--- src/rtl/mux_rr_nx1_pkg.sv ---
// mux_rr_nx1_pkg -- constants and helpers shared by the mux_rr_nx1 block.
//   MUX_MODE_SEL : MODE value for direct selection via SEL
//   MUX_MODE_RR  : MODE value for round-robin arbitration over IN_VALID
//   rr_next()    : round-robin pointer successor of a granted index
package mux_rr_nx1_pkg;

    localparam logic MUX_MODE_SEL = 1'b0;
    localparam logic MUX_MODE_RR  = 1'b1;

    // Pointer moves to one past the winner so the winner has lowest priority next time.
    function automatic int rr_next(input int gnt, input int n);
        return (gnt == n - 1) ? 0 : gnt + 1;
    endfunction

endpackage

--- src/rtl/mux_rr_nx1_if.sv ---
// mux_rr_nx1_if -- producer/consumer bundle of the N:1 word selector.
//   MODE, SEL          : selection control
//   IN_DATA, IN_VALID  : flattened producer words and requests
//   IN_READY           : per-producer accept (one-hot or zero)
//   Y, Y_VALID, Y_SRC  : registered output word, valid flag, source index
//   Y_READY            : consumer accept
// master = environment side, slave = selector side.
interface mux_rr_nx1_if #(
    parameter int WIDTH = 32,
    parameter int N     = 8,
    parameter int SEL_W = 3
);
    logic                 MODE;
    logic [SEL_W-1:0]     SEL;
    logic [N*WIDTH-1:0]   IN_DATA;
    logic [N-1:0]         IN_VALID;
    logic [N-1:0]         IN_READY;
    logic [WIDTH-1:0]     Y;
    logic                 Y_VALID;
    logic                 Y_READY;
    logic [SEL_W-1:0]     Y_SRC;

    modport master (
        output MODE, SEL, IN_DATA, IN_VALID, Y_READY,
        input  IN_READY, Y, Y_VALID, Y_SRC
    );

    modport slave (
        input  MODE, SEL, IN_DATA, IN_VALID, Y_READY,
        output IN_READY, Y, Y_VALID, Y_SRC
    );
endinterface

--- src/rtl/mux_rr_nx1_rr_pick.sv ---
// rr_pick -- combinational rotate-priority finder.
//   REQ       : request vector
//   PTR       : highest-priority index (must be < N)
//   GNT       : first requesting index at or above PTR, wrapping to 0
//   GNT_VALID : any request present
module rr_pick #(
    parameter int N     = 8,
    parameter int SEL_W = 3
) (
    input  logic [N-1:0]     REQ,
    input  logic [SEL_W-1:0] PTR,
    output logic [SEL_W-1:0] GNT,
    output logic             GNT_VALID
);
    logic [SEL_W-1:0] hi_gnt, lo_gnt;
    logic             hi_vld, lo_vld;

    // Two searches instead of a rotate: lowest request at/above PTR, and
    // lowest request overall (the wrapped case). Scanning downward leaves
    // the lowest index as the final assignment.
    always_comb begin
        hi_gnt = '0;
        lo_gnt = '0;
        hi_vld = 1'b0;
        lo_vld = 1'b0;
        for (int i = N - 1; i >= 0; i--) begin
            if (REQ[i]) begin
                lo_gnt = SEL_W'(i);
                lo_vld = 1'b1;
                if (i >= int'(PTR)) begin
                    hi_gnt = SEL_W'(i);
                    hi_vld = 1'b1;
                end
            end
        end
        GNT       = hi_vld ? hi_gnt : lo_gnt;
        GNT_VALID = lo_vld;
    end
endmodule

--- src/rtl/mux_rr_nx1.sv ---
// mux_rr_nx1 -- registered N:1 word selector with valid/ready handshake.
//   CLK   : clock, rising edge
//   RST_N : synchronous active-low reset
//   bus   : mux_rr_nx1_if.slave (select control, producer and consumer sides)
// MODE=0 grants SEL if it requests; MODE=1 grants round-robin from ptr.
// The output slot reloads whenever it is empty or being drained.
module mux_rr_nx1
    import mux_rr_nx1_pkg::*;
#(
    parameter int WIDTH = 32,
    parameter int N     = 8,
    parameter int SEL_W = 3
) (
    input  logic          CLK,
    input  logic          RST_N,
    mux_rr_nx1_if.slave   bus
);
    localparam int OFF_W = $clog2(N * WIDTH);

    logic [WIDTH-1:0]        y_q, y_d;
    logic [SEL_W-1:0]        src_q, src_d;
    logic [SEL_W-1:0]        ptr_q, ptr_d;
    logic                    vld_q, vld_d;

    logic [SEL_W-1:0]        rr_gnt, gnt;
    logic                    rr_vld, gnt_vld;
    logic [(1<<SEL_W)-1:0]   vld_ext;
    logic                    load, xfer;
    logic [OFF_W-1:0]        off;

    rr_pick #(.N(N), .SEL_W(SEL_W)) u_pick (
        .REQ       (bus.IN_VALID),
        .PTR       (ptr_q),
        .GNT       (rr_gnt),
        .GNT_VALID (rr_vld)
    );

    // Zero-padding the request vector to 2**SEL_W makes SEL >= N read a
    // zero request, so out-of-range selects never grant.
    always_comb begin
        vld_ext        = '0;
        vld_ext[N-1:0] = bus.IN_VALID;
        if (bus.MODE == MUX_MODE_RR) begin
            gnt     = rr_gnt;
            gnt_vld = rr_vld;
        end else begin
            gnt     = bus.SEL;
            gnt_vld = vld_ext[bus.SEL];
        end
    end

    assign load = !vld_q || bus.Y_READY;
    // Held off during reset so no producer sees an accept that gets dropped.
    assign xfer = RST_N && load && gnt_vld;
    assign off  = OFF_W'(gnt) * OFF_W'(WIDTH);

    always_comb begin
        bus.IN_READY = '0;
        for (int i = 0; i < N; i++) begin
            bus.IN_READY[i] = xfer && (gnt == SEL_W'(i));
        end
    end

    always_comb begin
        y_d   = y_q;
        src_d = src_q;
        vld_d = vld_q;
        ptr_d = ptr_q;
        if (load) begin
            vld_d = gnt_vld;
            if (gnt_vld) begin
                y_d   = bus.IN_DATA[off +: WIDTH];
                src_d = gnt;
                if (bus.MODE == MUX_MODE_RR) begin
                    ptr_d = SEL_W'(rr_next(int'(gnt), N));
                end
            end
        end
    end

    always_ff @(posedge CLK) begin
        if (!RST_N) begin
            y_q   <= '0;
            src_q <= '0;
            vld_q <= 1'b0;
            ptr_q <= '0;
        end else begin
            y_q   <= y_d;
            src_q <= src_d;
            vld_q <= vld_d;
            ptr_q <= ptr_d;
        end
    end

    assign bus.Y       = y_q;
    assign bus.Y_SRC   = src_q;
    assign bus.Y_VALID = vld_q;
endmodule

--- src/flat_wrapper.sv ---
// flat-port wrapper written by rule: the top's interface ports become plain ports
module mux_rr_nx1_flat import mux_rr_nx1_pkg::*;
#(
    parameter int WIDTH = 32,
    parameter int N     = 8,
    parameter int SEL_W = 3
)
  (CLK, RST_N, bus_MODE, bus_SEL, bus_IN_DATA, bus_IN_VALID, bus_Y_READY, bus_IN_READY, bus_Y, bus_Y_VALID, bus_Y_SRC);
  mux_rr_nx1_if #(.WIDTH(WIDTH), .N(N), .SEL_W(SEL_W)) bus_i ();
  input  logic CLK;
  input  logic RST_N;
  input wire logic [$bits(bus_i.MODE)-1:0] bus_MODE;
  input wire logic [$bits(bus_i.SEL)-1:0] bus_SEL;
  input wire logic [$bits(bus_i.IN_DATA)-1:0] bus_IN_DATA;
  input wire logic [$bits(bus_i.IN_VALID)-1:0] bus_IN_VALID;
  input wire logic [$bits(bus_i.Y_READY)-1:0] bus_Y_READY;
  output wire logic [$bits(bus_i.IN_READY)-1:0] bus_IN_READY;
  output wire logic [$bits(bus_i.Y)-1:0] bus_Y;
  output wire logic [$bits(bus_i.Y_VALID)-1:0] bus_Y_VALID;
  output wire logic [$bits(bus_i.Y_SRC)-1:0] bus_Y_SRC;
  assign bus_i.MODE = bus_MODE;
  assign bus_i.SEL = bus_SEL;
  assign bus_i.IN_DATA = bus_IN_DATA;
  assign bus_i.IN_VALID = bus_IN_VALID;
  assign bus_i.Y_READY = bus_Y_READY;
  assign bus_IN_READY = bus_i.IN_READY;
  assign bus_Y = bus_i.Y;
  assign bus_Y_VALID = bus_i.Y_VALID;
  assign bus_Y_SRC = bus_i.Y_SRC;
  mux_rr_nx1 #(.WIDTH(WIDTH), .N(N), .SEL_W(SEL_W)) u_core (.CLK(CLK), .RST_N(RST_N), .bus(bus_i));
endmodule
--- config.mk ---
export PLATFORM = sky130hd
export DESIGN_NAME = mux_rr_nx1_flat
export DESIGN_NICKNAME = d
export VERILOG_FILES = /design/src/rtl/mux_rr_nx1_pkg.sv /design/src/rtl/mux_rr_nx1_if.sv /design/src/rtl/mux_rr_nx1_rr_pick.sv /design/src/rtl/mux_rr_nx1.sv /design/src/flat_wrapper.sv
export SDC_FILE = /design/constraint.sdc
export NUM_CORES = 1
export LEC_CHECK = 0
export BUFFER_PORTS_ARGS = -buffer_cell sky130_fd_sc_hd__buf_2
export CORE_AREA = 2 2 123 125
export DETAILED_ROUTE_END_ITERATION = 16
export DIE_AREA = 0 0 125 127
export GPL_TIMING_DRIVEN = 1
export PLACE_DENSITY_LB_ADDON = 0.25
export SLEW_MARGIN = 20
export SYNTH_ARGS = -nofsm -noshare
export SYNTH_HDL_FRONTEND = slang
export SYNTH_SLANG_ARGS = --single-unit
--- constraint.sdc ---
create_clock -name CLK -period 2.56 [get_ports CLK]
set_input_delay 0.256 -clock CLK [delete_from_list [all_inputs] [get_ports CLK]]
set_output_delay 0.256 -clock CLK [all_outputs]
set_load 0.1 [all_outputs]
## Word-level counts from Yosys, hierarchy flattened

Index checks and enable logic that the tools add are counted.

- Logic and storage cells: 87
- Output and inout bits: 44
- Register bits: 39
- Input port bits: 271

- Eq/ne operators: 8
- Reduce and logical (&&, ||, !) cells: 15
- Shift operators: 1
- Multiplexer cells: 50
- Magnitude comparators: 8
- Add/sub/neg operators: 1

Operator list:

| kind | count |
|---|---|
| 256-bit by 9-bit indexed part select with 32-bit output | 1 |
| 3-bit two-way mux | 25 |
| 1-bit two-way mux | 24 |
| 3-bit == test, second input constant | 4 |
| 1-bit logical AND | 10 |
| 3-bit greater-or-equal comparator, first input constant | 3 |
| 3-bit by 1-bit == test with 1-bit output, second input constant | 2 |
| 3-bit by 2-bit == test with 1-bit output, second input constant | 2 |
| 1-bit by 3-bit greater-or-equal comparator with 1-bit output, first input constant | 2 |
| 2-bit by 3-bit greater-or-equal comparator with 1-bit output, first input constant | 2 |
| 3-bit by 4-bit less-than comparator with 1-bit output, second input constant | 1 |
| 3-bit by 1-bit adder with 3-bit output, second input constant | 1 |
| 1-bit binary-select mux with 3-bit select | 1 |
| 3-bit logical NOT | 1 |
| 3-bit AND reduction | 1 |
| 2-bit AND reduction | 1 |
| 1-bit logical NOT | 1 |
| 1-bit logical OR | 1 |

## Logic depth before layout (Yosys ltp)

- Depth after elaboration: 19
- Depth in mapped cells: 14
- Mapped depth without buffers: 11

## By module

Synthesis repeated with hierarchy kept, for this count alone.

- Cells, all modules: 400
- Area, all modules: 4056.4 µm²

Modules (own cells, without submodules):

| module | cells an instance | sequential area each (µm²) | area each (µm²) | instances |
|---|---|---|---|---|
| mux_rr_nx1 | 355 | 780.7 | 3791.1 | 1 |
| rr_pick | 45 | 0.0 | 265.3 | 1 |

## Least setup slack after synthesis

Ideal clock, no wire load.

- Kind: register -> output
- Start point: register u_core.ptr_q[2]
- End point: output port bus_IN_READY[7]
- Setup slack: -0.553 ns
- Cell stages (with the launch flop): 13
- Data required time: 2.304 ns
- Data arrival time: 2.857 ns
- Path buffers: 3
- Cells stage by stage: dfxtp_1 > buf_2 > nand3_2 > a221oi_1 > o311a_1 > a221o_2 > nand2_2 > inv_2 > buf_6 > buf_6 > ha_1 > ha_1 > and3_1

- Longest elaborated chain between the ends: 19
- Elaborated cells on any way between the ends: 39
- Classes of those cells: 7 x order compare; 1 x eq/ne; 30 x mux; 1 x reduce/logical

RTL lines:

| item | RTL line | source |
|---|---|---|
| start: declaration | mux_rr_nx1.sv:22 | `logic [SEL_W-1:0] ptr_q, ptr_d;` |
| start signal: assignment | mux_rr_nx1.sv:91 | `ptr_q <= ptr_d;` |
| 3-bit greater-or-equal comparator | mux_rr_nx1_rr_pick.sv:30 | `if (i >= int'(PTR)) begin` |
| 3-bit two-way mux or 1-bit two-way mux (tied branches) | mux_rr_nx1_rr_pick.sv:30 |  |
| 3-bit two-way mux or 1-bit two-way mux (tied branches) | mux_rr_nx1_rr_pick.sv:27 | `if (REQ[i]) begin` |
| 3-bit two-way mux or 1-bit two-way mux (tied branches) | mux_rr_nx1_rr_pick.sv:30 |  |
| 3-bit two-way mux or 1-bit two-way mux (tied branches) | mux_rr_nx1_rr_pick.sv:27 |  |
| 3-bit two-way mux or 1-bit two-way mux (tied branches) | mux_rr_nx1_rr_pick.sv:30 |  |
| 3-bit two-way mux or 1-bit two-way mux (tied branches) | mux_rr_nx1_rr_pick.sv:27 |  |
| 3-bit two-way mux or 1-bit two-way mux (tied branches) | mux_rr_nx1_rr_pick.sv:30 |  |
| [... 4 more ...] | -- |  |
| 3-bit two-way mux or 1-bit two-way mux (tied branches) | mux_rr_nx1_rr_pick.sv:27 |  |
| 3-bit two-way mux or 1-bit two-way mux (tied branches) | mux_rr_nx1_rr_pick.sv:30 |  |
| 3-bit two-way mux or 1-bit two-way mux (tied branches) | mux_rr_nx1_rr_pick.sv:27 |  |
| 3-bit two-way mux (*) | mux_rr_nx1_rr_pick.sv:36 | `GNT = hi_vld ? hi_gnt : lo_gnt;` |
| 3-bit two-way mux (*) | mux_rr_nx1.sv:43 | `if (bus.MODE == MUX_MODE_RR) begin` |
| named net u_core.gnt[0] | mux_rr_nx1.sv:25 | `logic [SEL_W-1:0] rr_gnt, gnt;` |
| 3-bit == test (*) | mux_rr_nx1.sv:60 | `bus.IN_READY[i] = xfer && (gnt == SEL_W'(i));` |
| 1-bit logical AND (*) | mux_rr_nx1.sv:60 |  |
| end: declaration | flat_wrapper.sv:17 | `output wire logic [$bits(bus_i.IN_READY)-1:0] bus_IN_READY;` |

Mark *: on every way through the listed nets, which the timed path passes. The rest lies on a longest branch.

## Worst setup path in the final report

- Start point: register u_core.ptr_q[1]
- End point: output port bus_IN_READY[7]

- Longest elaborated chain between the ends: 19
- Elaborated cells on any way between the ends: 39
- Classes of those cells: 7 x order compare; 1 x eq/ne; 30 x mux; 1 x reduce/logical

RTL lines:

| item | RTL line |
|---|---|
| 3-bit greater-or-equal comparator | mux_rr_nx1_rr_pick.sv:30 |
| 3-bit two-way mux or 1-bit two-way mux (tied branches) | mux_rr_nx1_rr_pick.sv:30 |
| 3-bit two-way mux or 1-bit two-way mux (tied branches) | mux_rr_nx1_rr_pick.sv:27 |
| 3-bit two-way mux or 1-bit two-way mux (tied branches) | mux_rr_nx1_rr_pick.sv:30 |
| 3-bit two-way mux or 1-bit two-way mux (tied branches) | mux_rr_nx1_rr_pick.sv:27 |
| 3-bit two-way mux or 1-bit two-way mux (tied branches) | mux_rr_nx1_rr_pick.sv:30 |
| 3-bit two-way mux or 1-bit two-way mux (tied branches) | mux_rr_nx1_rr_pick.sv:27 |
| 3-bit two-way mux or 1-bit two-way mux (tied branches) | mux_rr_nx1_rr_pick.sv:30 |
| [... 3 more ...] | -- |
| 3-bit two-way mux or 1-bit two-way mux (tied branches) | mux_rr_nx1_rr_pick.sv:30 |
| 3-bit two-way mux or 1-bit two-way mux (tied branches) | mux_rr_nx1_rr_pick.sv:27 |
| 3-bit two-way mux or 1-bit two-way mux (tied branches) | mux_rr_nx1_rr_pick.sv:30 |
| 3-bit two-way mux or 1-bit two-way mux (tied branches) | mux_rr_nx1_rr_pick.sv:27 |
| 3-bit two-way mux (*) | mux_rr_nx1_rr_pick.sv:36 |
| 3-bit two-way mux (*) | mux_rr_nx1.sv:43 |
| 3-bit == test (*) | mux_rr_nx1.sv:60 |
| 1-bit logical AND (*) | mux_rr_nx1.sv:60 |

Every way passes the cells marked *; elsewhere a longest branch is shown, timed or not.

==> key figures <==
STA
  • RSZ-0062 raised after global routing: true
  • Slew Limit Headroom: 65.92%
  • Worst slew pin tran: 0.5147 ns
  • Setup-failing EPs final: 2
  • Fin. max-slew vios: 0
  • Min cycle time layout: 2.658 ns
  • Worst hold slack: roughly 0.3 ns
  • Fmax: 0.3762 GHz
  • Final Hold Vio Count: 0
  • Worst Skew: 0.006198 ns
  • Final WS setup: -0.09837 ns
  • Final period util: 103.8%

GRT
  • Number of global-route vias before repair: 5195
  • Initial antenna violation count: 0
  • Global-route wire length before repair: 26950 um
  • Total Routing Usage GR: 20.93%
  • Largest net degree at the start of global routing: 55
  • Remaining Overflow, GRT: 0

Pwr
  • P_leak: 3.456 nW
  • Peak VDD IR: approximately 270 uV
  • Power per cell area: about 540 mW/mm^2

Logic synthesis
  • Synth warn: 0
  • Number of synthesized flops with an enable pin: 0
  • Top-count cell post-synth: mux2i_1
  • Largest area contributor in the netlist: mux2i_1
  • Synth Instances: 505
  • Primary FF master, synth: dfxtp_1
  • Synth cell count leaders: 97 x mux2i_1, 39 x dfxtp_1, 39 x nand2_1
  • Synth area leaders: mux2i_1 20%, dfxtp_1 16%, a221oi_2 10%, o211ai_2 8.3%, a211o_1 5.8%
  • Synthesis-stage register bit count: 39
  • Cell area after synthesis: ~0.0048 sq mm
  • Synth unique cells: 51
  • Seq/Total Area, Yosys: 16.23%
  • Syn nets: 782
  • Top cell type's share of synthesized area: 20.18%
  • Avg Inst Size Synth: around 9.5 sq um
  • Post-synthesis async set-or-reset flop share: 0%

Final layout
  • Ant. Diodes: 0
  • Layout Nets: 1084
  • Finished Cell Area: 0.007039 sq mm
  • Share of cells above drive strength 1: 57.55%
  • Fin util: 48.80%
  • Fill cells: 1434
  • Area delta synth->final: 46.32%

Place
  • Placed instance area: between 0.006 and 0.007 sq mm
  • Gpl congestion: 0.8410
  • DP HPWL: 13180 um
  • Buffers on Ports: 314

Floorplanning
  • Core footprint: 0.01442 sq mm
  • Initial Utilization: 33.35%
  • Die Span Y: between 100 and 150 um
  • Die Width: between 100 and 150 um
  • Standard-cell row count: 44
  • Total Die Area: 0.01588 sq mm
  • Num ports: 315

Drt
  • Via/cell ratio: 5.159
  • DRC viols: 0
  • Wirelength, routed: 17300 um
  • DR iter-0 viols: ~180
  • DR vias: 5118
  • Drt first pass iters: 4
  • Post-route ant nets: 0
  • DR WL/cell: 17.44 um

CTS
  • Clock transition at path regs: 0.06 ns
  • Root Buffer: clkbuf_16
  • Deepest clock path buffer count: 2
  • Worst skew pair latency: 0.29 ns
  • Clock buffer count from CTS: 5
  • H-tree depth: 2
  • CTS tree: done
  • # clock sinks: 39

Flow run
  • MaxCap Viol Count: 0

Worst setup path
  • Type of the worst setup path: flop to primary output
  • WP data required: 2.30 ns
  • Crit start category: flop
  • Crit. End Element: primary output
  • Critical path fanouts, max: 8
  • Crit path DAT: 2.40 ns

Outcome
  • Failing checks: negative setup slack
  • Status: finished with violations

Hold path
  • Tightest Hold Check Type: input port to flop
sequential cells by signal (all words and copies together), names as in the netlist:
name                count
u_core.bus.Y           32
u_core.bus.Y_SRC        3
u_core.bus.Y_VALID      1
u_core.ptr_q            3
cells by family after synthesis:
group,after synthesis,share of synthesized area (%)
adders and majority gates,6,1.560
AOI/OAI and AO/OA,152,33.26
buffers and inverters,89,10.53
and+or+nand+nor,86,8.947
muxes,133,29.47
DFF,39,16.23
path summary, 6_finish.rpt:
path,from,end,slack [ns],depth (start not counted)
worst min register to register,u_core.bus.Y_SRC[0]$_SDFFE_PN0P_,u_core.bus.Y_SRC[0]$_SDFFE_PN0P_,0.45,2
worst min-delay path,RST_N,u_core.ptr_q[0]$_SDFFE_PN0P_,0.30,2
worst max register to register,u_core.ptr_q[1]$_SDFFE_PN0P_,u_core.bus.Y[0]$_SDFFE_PN0P_,0.15,9
worst max-delay path,u_core.ptr_q[1]$_SDFFE_PN0P_,bus_IN_READY[7],-0.1,10
placed cells by master, fill, tap and decap left out, types with 3 or more instances in the layout:
| cell type | Yosys | routed |
|---|---|---|
| clkbuf_16 | 0 | 5 |
| a211o_1 | 32 | 32 |
| mux2_4 | 5 | 5 |
| nand2b_1 | 5 | 5 |
| buf_2 | 12 | 306 |
| and2_1 | 11 | 5 |
| mux2_1 | 18 | 18 |
| nor2_1 | 11 | 10 |
| buf_4 | 4 | 19 |
| inv_1 | 38 | 38 |
| dfxtp_4 | 0 | 3 |
| ha_4 | 0 | 3 |
| and2_4 | 0 | 5 |
| o211ai_2 | 32 | 32 |
| mux2_2 | 11 | 11 |
| a21oi_1 | 3 | 3 |
| dfxtp_1 | 39 | 36 |
| a221oi_2 | 32 | 33 |
| mux2i_1 | 97 | 97 |
| nand2_1 | 39 | 39 |
| a211oi_1 | 36 | 36 |
| nand3_2 | 2 | 3 |
| buf_12 | 0 | 19 |
| nor2b_1 | 5 | 4 |
per-stage QoR:
stage                      TNS [ns]  cells  total power [W]  setup slack, ns
after floorplan           -0.009366    505         0.002443        -0.009366
after global placement            0    980         0.002978          0.04502
after detailed placement          0    980         0.002988          0.02931
after CTS                   -0.2112    992         0.003811          -0.1097
after global routing        -0.6243    992         0.003968          -0.1826
final                       -0.1862    992         0.003772         -0.09837
routing by layer:
metal / up-vias / GRT usage [%] / routed length, um / share of wire [%]
li1: 2537 / - / - / -
met1: 2371 / 25.06 / 7059 / 41
met2: 187 / 38.20 / 8835 / 51
met3: 23 / 3.853 / 1004 / 5.8
met4: 0 / 6.144 / 402 / 2.3
met5: - / 0 / 0 / 0
worst max-delay path, cell delays in order, from the launching register on:
cell and delay [ns]:
dfxtp_4 0.37, and4bb_1 0.27, a21oi_1 0.04, a32o_1 0.25, a221o_2 0.39, nand2_4 0.10
inv_6 0.04, ha_4 0.16, ha_4 0.15, and3_4 0.17, buf_12 0.16
what timing repair did:
item | CTS | global route
resized for setup | 18 | 6
setup endpoints to repair | 8 | 8
setup buffers | 4 | 0
hold buffers | 0 | 0
pin swaps | 4 | 0
cell type report:
type	instances	area (sq um)	share of cell area (%)
multi-input cells	377	3628	51.55
repair buffers	344	2054	29.19
flip-flops and latches	39	792.0	11.25
well taps	184	230.2	3.271
inverters	40	160.2	2.275
clock buffers	6	138.9	1.973
clock inverters	2	35.03	0.4977
report_power, final:
| group | switching (W) | total, W | internal [W] |
|---|---|---|---|
| sequential | 0.0000541 | 0.000757 | 0.000703 |
| combinational | 0.00144 | 0.00224 | 0.000800 |
| clock | 0.000289 | 0.000775 | 0.000486 |
| total | 0.00178 | 0.00377 | 0.00199 |
(Power assumes the default switching activity.)
